<file path="config.mk">
export PLATFORM = sky130hd
export DESIGN_NAME = seq_detect_ctrl
export DESIGN_NICKNAME = d
export VERILOG_FILES = /design/src/rtl/seq_detect_pkg.sv /design/src/rtl/seq_match_core.sv /design/src/rtl/seq_detect_ctrl.sv
export SDC_FILE = /design/constraint.sdc
export NUM_CORES = 1
export LEC_CHECK = 0
export CORE_MARGIN = 2
export CORE_UTILIZATION = 56
export CTS_CLUSTER_DIAMETER = 60
export DETAILED_ROUTE_END_ITERATION = 8
export GPL_TIMING_DRIVEN = 0
export PLACE_DENSITY = 0.81
export SLEW_MARGIN = 20
export SYNTH_ARGS = -nofsm -noshare
export SYNTH_HDL_FRONTEND = slang
export SYNTH_SLANG_ARGS = --single-unit
</file>
<file path="constraint.sdc">
create_clock -name clk -period 2.85 [get_ports clk]
set_clock_uncertainty 0.1 [all_clocks]
set_input_delay 0.57 -clock clk [delete_from_list [all_inputs] [get_ports clk]]
set_output_delay 0.57 -clock clk [all_outputs]
set_load 0.02 [all_outputs]
</file>
<file path="src/rtl/seq_detect_pkg.sv">
// Shared types and reset defaults for the seq_detect_ctrl sequence detector.
package seq_detect_pkg;

    typedef enum logic [1:0] {
        IDLE    = 2'd0,
        ARMED   = 2'd1,
        DONE    = 2'd2,
        TIMEOUT = 2'd3
    } state_t;

    localparam logic [15:0] DEF_PATTERN = 16'b1011;
    localparam int          DEF_LEN     = 4;
    localparam int          DEF_TARGET  = 1;
    localparam int          DEF_TIMEOUT = 0;

    function automatic logic len_ok(input int len, input int max_len);
        return (len >= 2) && (len <= max_len);
    endfunction

endpackage

</file>
<file path="src/rtl/seq_match_core.sv">
// Overlapping Mealy matcher: shift history, bits-seen counter and masked compare.
module seq_match_core
    import seq_detect_pkg::*;
#(
    parameter int MAX_LEN = 8,
    parameter int LEN_W   = $clog2(MAX_LEN + 1)
) (
    input  logic               clk,
    input  logic               reset,
    input  logic               clr,
    input  logic               en,
    input  logic               x,
    input  logic [MAX_LEN-1:0] pattern,
    input  logic [LEN_W-1:0]   len,
    output logic               z
);

    logic [MAX_LEN-2:0] hist;
    logic [LEN_W-1:0]   bits_seen;
    logic [MAX_LEN-1:0] cand;
    logic [MAX_LEN-1:0] mask;
    logic               seen_ok;
    logic               pat_ok;

    // Candidate window is the stored history plus the bit arriving this cycle.
    always_comb begin
        cand = {hist, x};
        mask = '0;
        for (int i = 0; i < MAX_LEN; i++) begin
            mask[i] = (i < int'(len));
        end
    end

    assign seen_ok = ({1'b0, bits_seen} + (LEN_W + 1)'(1)) >= {1'b0, len};
    assign pat_ok  = ((cand ^ pattern) & mask) == '0;
    assign z       = en & seen_ok & pat_ok;

    always_ff @(posedge clk or posedge reset) begin
        if (reset) begin
            hist      <= '0;
            bits_seen <= '0;
        end else if (clr) begin
            hist      <= '0;
            bits_seen <= '0;
        end else if (en) begin
            hist <= cand[MAX_LEN-2:0];
            if (bits_seen != LEN_W'(MAX_LEN)) begin
                bits_seen <= bits_seen + LEN_W'(1);
            end
        end
    end

endmodule

</file>
<file path="src/rtl/seq_detect_ctrl.sv">
// Sequence detector controller: config registers, FSM, match/timeout counters.
// Optional irq/irq_ack handshake is built when SEQ_CTRL_IRQ_EN is defined.
module seq_detect_ctrl
    import seq_detect_pkg::*;
#(
    parameter int MAX_LEN = 8,
    parameter int CNT_W   = 8,
    parameter int TO_W    = 16,
    parameter int LEN_W   = $clog2(MAX_LEN + 1)
) (
    input  logic               clk,
    input  logic               reset,
    input  logic               cfg_we,
    input  logic [MAX_LEN-1:0] cfg_pattern,
    input  logic [LEN_W-1:0]   cfg_len,
    input  logic [CNT_W-1:0]   cfg_target,
    input  logic [TO_W-1:0]    cfg_timeout,
    output logic               cfg_err,
    input  logic               start,
    input  logic               abort,
    input  logic               x,
    input  logic               x_valid,
    output logic               z,
    output logic               busy,
    output logic               done,
    output logic               timeout_flag,
    output logic [CNT_W-1:0]   match_cnt
`ifdef SEQ_CTRL_IRQ_EN
    ,
    input  logic               irq_ack,
    output logic               irq
`endif
);

    state_t             state;
    state_t             state_next;
    logic [MAX_LEN-1:0] cur_pattern;
    logic [LEN_W-1:0]   cur_len;
    logic [CNT_W-1:0]   cur_target;
    logic [TO_W-1:0]    cur_timeout;
    logic [TO_W-1:0]    tmo_cnt;
    logic               armed;
    logic               arm;
    logic               final_match;
    logic               tmo_hit;

    assign armed = (state == ARMED);
    assign arm   = (state_next == ARMED) && !armed;

    seq_match_core #(
        .MAX_LEN (MAX_LEN),
        .LEN_W   (LEN_W)
    ) u_core (
        .clk     (clk),
        .reset   (reset),
        .clr     (arm),
        .en      (armed & x_valid),
        .x       (x),
        .pattern (cur_pattern),
        .len     (cur_len),
        .z       (z)
    );

    assign final_match = z && (cur_target != '0) &&
                         ((match_cnt + CNT_W'(1)) == cur_target);
    assign tmo_hit     = (cur_timeout != '0) &&
                         (tmo_cnt == (cur_timeout - TO_W'(1)));

    always_ff @(posedge clk or posedge reset) begin
        if (reset) begin
            state <= IDLE;
        end else begin
            state <= state_next;
        end
    end

    // Abort outranks start; a completing match outranks a same-cycle timeout.
    always_comb begin
        state_next = state;
        unique case (state)
            IDLE: begin
                if (start && !abort) state_next = ARMED;
            end
            ARMED: begin
                if (abort)            state_next = IDLE;
                else if (final_match) state_next = DONE;
                else if (tmo_hit)     state_next = TIMEOUT;
            end
            DONE, TIMEOUT: begin
                if (abort)      state_next = IDLE;
                else if (start) state_next = ARMED;
            end
            default: state_next = IDLE;
        endcase
    end

    always_comb begin
        busy         = (state == ARMED);
        done         = (state == DONE);
        timeout_flag = (state == TIMEOUT);
    end

    always_ff @(posedge clk or posedge reset) begin
        if (reset) begin
            cur_pattern <= MAX_LEN'(DEF_PATTERN);
            cur_len     <= LEN_W'(DEF_LEN);
            cur_target  <= CNT_W'(DEF_TARGET);
            cur_timeout <= TO_W'(DEF_TIMEOUT);
            cfg_err     <= 1'b0;
        end else begin
            cfg_err <= 1'b0;
            if (cfg_we && (state == IDLE)) begin
                if (len_ok(int'(cfg_len), MAX_LEN)) begin
                    cur_pattern <= cfg_pattern;
                    cur_len     <= cfg_len;
                    cur_target  <= cfg_target;
                    cur_timeout <= cfg_timeout;
                end else begin
                    cfg_err <= 1'b1;
                end
            end
        end
    end

    // match_cnt survives an abort; only arming clears it.
    always_ff @(posedge clk or posedge reset) begin
        if (reset) begin
            match_cnt <= '0;
            tmo_cnt   <= '0;
        end else if (arm) begin
            match_cnt <= '0;
            tmo_cnt   <= '0;
        end else if (armed) begin
            tmo_cnt <= tmo_cnt + TO_W'(1);
            if (z && (match_cnt != '1)) begin
                match_cnt <= match_cnt + CNT_W'(1);
            end
        end
    end

`ifdef SEQ_CTRL_IRQ_EN
    always_ff @(posedge clk or posedge reset) begin
        if (reset) begin
            irq <= 1'b0;
        end else if (armed && ((state_next == DONE) || (state_next == TIMEOUT))) begin
            irq <= 1'b1;
        end else if (irq_ack) begin
            irq <= 1'b0;
        end
    end
`endif

endmodule

</file>
# Word-level counts from Yosys, hierarchy flattened
# Index checks and enable logic that the tools add are counted.
# W data, S select, Z words.
[totals]
mem_bits_rw = 0
register_bits = 74
wordCells = 80
latchBits = 0
output_inout_bits = 13
romBits = 0
n_memories = 0
input_bits = 43
[op_classes]
shifts = 0
n_reduce_logical = 22
addsub = 5
n_mul = 0
n_mux = 19
bitwise_logic = 5
n_lt_le_gt_ge = 11
div = 0
n_eq_ne = 8
[op_table]
columns = ["op", "n"]
rows = [
  ["$mux W16", 2],
  ["$mux W8", 3],
  ["$add A16 B1 Y16 const B", 1],
  ["$eq A16 B16 Y1", 1],
  ["$lt A3 B4 Y1 const A", 4],
  ["$reduce_bool A16 Y1", 1],
  ["$sub A16 B1 Y16 const B", 1],
  ["$mux W7", 2],
  ["$mux W2", 6],
  ["$mux W4", 3],
  ["$add A8 B1 Y8 const B", 1],
  ["$and A8 B8 Y8", 1],
  ["$eq A8 B8 Y1", 1],
  ["$logic_and A1 B1 Y1", 8],
  ["$logic_not A8 Y1", 1],
  ["$lt A1 B4 Y1 const A", 2],
  ["$lt A2 B4 Y1 const A", 2],
  ["$ne A8 B8 Y1 const B", 1],
  ["$reduce_bool A2 Y1", 4],
  ["$reduce_bool A8 Y1", 1],
  ["$xor A8 B8 Y8", 1],
  ["$pmux W2 S3", 1],
  ["$reduce_and A2 Y1", 3],
  ["$add A4 B1 Y5 const B", 1],
  ["12 further kinds", 18],
]

# Depth between registers and ports, before layout
[depth]
word_depth = 13
depth_mapped = 10
mapped_depth_nobuf = 9

# Modules after synthesis
# From an unflattened synthesis, not the netlist that was laid out.
[unflattened]
hier_cells = 409
hier_area_um2 = 4204.0
[modules_own_cells]
columns = ["module", "n_inst", "seq_area_each_um2", "cells_each", "area_each_um2"]
rows = [
  ["seq_detect_ctrl", 1, 1582.8, 331, 3440.8],
  ["seq_match_core", 1, 275.3, 78, 763.2],
]

# Worst setup path after synthesis
# OpenSTA, ideal clock, no wires.
[synth_path]
path_kind = "register to output"
start = "reg u_core.bits_seen[0]"
end = "out z"
path_stages_with_launch = 9
required_time_ns = 2.180
arrival_ns = 1.971
slack_ns = 0.209
cell_sequence = "dfrtp_1 > ha_1 > xor2_1 > ha_1 > o21ai_0 > o21a_1 > or3_1 > buf_2 > inv_1"
[synth_between]
elab_chain_cells = 4
[synth_lines]
columns = ["element", "line_no", "rtl"]
rows = [
  ["start, declared", "seq_match_core.sv:19", "logic [LEN_W-1:0] bits_seen;"],
  ["start signal, assigned", "seq_match_core.sv:48", "bits_seen <= bits_seen + LEN_W'(1);"],
  ["$add A4 B1 Y5", "seq_match_core.sv:34", "assign seen_ok = ({1'b0, bits_seen} + (LEN_W + 1)'(1)) >= {1'b0, len};"],
  ["$ge A5 B4 Y1", "seq_match_core.sv:34", ""],
  ["$and A1 B1 Y1 (2 in a row)", "seq_match_core.sv:36", "assign z = en & seen_ok & pat_ok;"],
  ["end, declared", "seq_detect_ctrl.sv:23", "output logic z,"],
]
# Every way passes these cells.

# Final worst setup path
[layout_path]
start = "reg u_core.bits_seen[2]"
end = "out z"
# Same word-level chain as after synthesis.

==> flow_summary_export.csv <==
group,metric,value,unit
setup_path,path_buf_inv,2,
sta,final_cycle_share,1.02,
global_route,grt_antenna_before_repair,0,
flow_run,timing.max_cap.violations,0,
clock_network,cts.htree.levels,3,
die,std_cell_rows,31,
clock_network,clk_root_buffer_cell,"clkbuf_8",
setup_path,worstPathCellList,"nand3_1, xnor2_1, ha_1, o21ai_1, o21a_1, or3_4, clkinv_4, buf_6",
power_and_ir_drop,finalPower,3.10,mW
layout,final_nets,562,
layout,layout.cells.most_common_list,"66 x dfrtp_1, 53 x clkdlybuf4s50_1, 43 x nand2_1",
clock_network,cts.path.max_buffers,2,
synthesis,syn_inst,437,
synthesis,synth-seq-cells,74,
hold_path,hold-path-endpoint,"u_core.hist[6]$_DFFE_PP0P_",
sta,highest_clock_rate,343,MHz
sta,slew-limit-headroom,0.502,
setup_path,r2r_start,"u_core.bits_seen[2]$_DFFE_PP0P_",
die,die_y,91.4,um
clock_network,worst_setup_hold_path_clk_slew,80,ps
die,top_level_ports,56,
global_route,grt_max_degree,53,
sta,layout_min_cycle_time,2920,ps
synthesis,number_of_flops_mapped_to_enable_cells_by_yosys,0,
hold_path,holdCritPathClass,"reg2reg",
setup_path,crit_type,"reg2out",
die,die_width,91.4,um
synthesis,yosys.cell_types.count,57,
routing,first_iter_violations,228,
layout,num_antenna_cells,0,
sta,setup_slack,-69.6,ps
die,initial_utilization,0.584,
setup_path,r2r_cells,9,
clock_network,tritoncts_clock_tree,"built",
routing,via_per_inst,5.99,
clock_network,worstSkewPairLatency,360,ps
synthesis,synth-async-reset-ratio,1.00,
layout,syn2layout_area_growth,23.8,%
layout,layout.cells.most_common,"dfrtp_1",
place,post_dp_cell_area,4980,sq um
sta,slew_viol_final,0,
power_and_ir_drop,static-leakage-power,2.10,nW
clock_network,cts.hold.buffers_added,0,
sta,tightest_slew,745,ps
routing,vias,3680,
setup_path,rrSetupSlack,150,ps
layout,seq_area,1860,sq um
setup_path,critical_path.reg2reg.endpoint,"match_cnt[7]$_DFFE_PP0P_",
routing,detailedRoute.firstPassIterationCount,4,
routing,dr_drc_count,0,
setup_path,required,2180,ps
setup_path,critical_path_arrival,2250,ps
die,fp.coreArea,7330,sq um
setup_path,worst_setup_path_start_kind,"flop",
setup_path,critical_path.top_delay_family,"simple AND/OR/NAND/NOR gates",
setup_path,startpoint,"u_core.bits_seen[2]$_DFFE_PP0P_",
synthesis,synth_nets,489,
global_route,globalRouteOverflowTotal,0,
layout,ratio_of_cells_with_drive_above_1_in_the_final_layout,0.171,
layout,final_core_utilization,0.722,
place,io_buffer_count,55,
setup_path,slowest_stage,"dfrtp_2",
setup_path,critical_path_capture_point_type,"primary output",
clock_network,cts_num_sinks,74,
hold_path,hold_path_origin,"u_core.hist[6]$_DFFE_PP0P_",
hold_path,holdPathStages,2,
outcome,result_of_the_run,"finished, violations left",
setup_path,cp_max_fo,6,
place,gp_congestion,0.886,
synthesis,synth_ff_type,"dfrtp_1",
synthesis,synth_area_per_cell,9.79,sq um
power_and_ir_drop,power.density_cell_area,585,nW/um^2
die,die_area,8360,sq um
routing,avgRoutedWirePerCell,16.7,um
layout,filler_cell_count,508,
setup_path,max_stage_delay,420,ps
place,detailed_place_hpwl,7230,um
sta,grt_setup_unrepaired,"yes",
sta,final_hold_viol_count,0,
routing,postRouteAntennaNets,0,
global_route,grt_pass1_vias,3599,
routing,wl_final,10300,um
global_route,grt_first_pass_wirelength,16800,um
sta,setup_viol,1,
layout,multi_input_area,2380,sq um
synthesis,synth_seq_area_share,0.434,
synthesis,netlist_area,4280,sq um
global_route,grt_usage,0.250,
clock_network,tritoncts.num_buffers,9,
sta,final.setup.tns,-69.6,ps
outcome,failing_checks,"setup timing",
power_and_ir_drop,maximum_resistive_drop_on_vdd,0.000377,V
layout,postLayoutCellArea,5300,sq um
synthesis,count_of_warnings_emitted_by_yosys,0,
-- through the flow --
step	setup WS, ps	hold WS [ps]	std cells
2_1_floorplan	209	372	437
3_3_place_gp	-913	392	591
3_5_place_dp	-891	400	592
4_1_cts	-150	417	614
5_1_grt	-188	444	614
6_report	-69.6	417	614
-- final cells by class --
type,instances,share of cell area
Inverter,13,0.0106
Buffer,17,0.0137
Clock inverter,6,0.00827
Tap cell,99,0.0234
Clock buffer,10,0.0241
Multi-Input combinational cell,332,0.449
Sequential cell,74,0.352
Timing Repair Buffer,63,0.119
-- worst min-delay path, delay by kind of cell, from the launching register on --
kind / cells / cell delay (ps)
DFF: 1 / 360
and+or+nand+nor: 2 / 130
-- logic make-up after synthesis --
group | Yosys count | synth area share
compound gates | 83 | 0.134
fa+ha+maj | 9 | 0.0263
flops | 74 | 0.434
mux | 33 | 0.0860
buf+inv | 31 | 0.0295
xor+xnor | 41 | 0.0839
simple gates | 166 | 0.206
-- cell usage after synthesis, drive strengths merged, types with 3 or more instances --
master / instances / area [sq um]
buf: 5 / 28.8
a32oi: 3 / 33.8
inv: 12 / 45.0
nand3b: 3 / 22.5
xnor2: 24 / 210
a311oi: 3 / 26.3
nand2: 43 / 161
or4: 6 / 45.0
ha: 9 / 113
a31oi: 4 / 25.0
nor2: 24 / 90.1
nor3: 8 / 45.0
a21oi: 9 / 45.0
nor4: 9 / 62.6
a211o: 3 / 26.3
mux2: 30 / 338
nand2b: 4 / 25.0
and2: 5 / 32.5
or2: 3 / 18.8
or3: 5 / 31.3
and3: 4 / 25.0
dfrtp: 69 / 1730
o211ai: 5 / 37.5
a211oi: 6 / 45.0
o21ai: 23 / 115
dfstp: 5 / 131
nor2b: 6 / 37.5
mux2i: 3 / 30.0
a21o: 3 / 23.8
xor2: 17 / 149
o31ai: 10 / 75.1
clkbuf: 13 / 48.8
a2111oi: 3 / 26.3
nand3: 31 / 155
nand4: 6 / 37.5
-- report_power, final --
group,internal [mW],switching [mW]
Combinational,0.492,0.454
Clock,0.316,0.422
Sequential,1.22,0.194
-- metal layers --
| layer | global-route usage | routed length (um) |
|---|---|---|
| met3 | 0.0349 | 489 |
| met1 | 0.319 | 4340 |
| met5 | 0 | 0 |
| met2 | 0.430 | 5200 |
| met4 | 0.0922 | 251 |
-- repair_timing --
item	in CTS	in global routing
buffers inserted	6	1
pin swaps	6	3
endpoints found under the setup margin	1	7
endpoints found under the hold margin	0	0
gates resized for setup	19	12
-- worst max path at each step --
| stage | end | slack, ps | depth (start not counted) |
|---|---|---|---|
| after CTS | z | -150 | 9 |
| after global placement | u_core.hist[0]$_DFFE_PP0P_ | -910 | 2 |
| after floorplan | z | 210 | 8 |
| after global routing | z | -190 | 8 |
| after detailed placement | z | -890 | 8 |
| final | z | -70 | 8 |
-- flip-flops by register name, indices dropped and copies added (netlist names) --
name              flops
tmo_cnt              16
u_core.bits_seen      4
match_cnt             8
u_core.hist           7
cur_timeout          16
cur_pattern           8
cur_target            8
cur_len               4
state                 2
cfg_err               1
(Power assumes the default switching activity.)
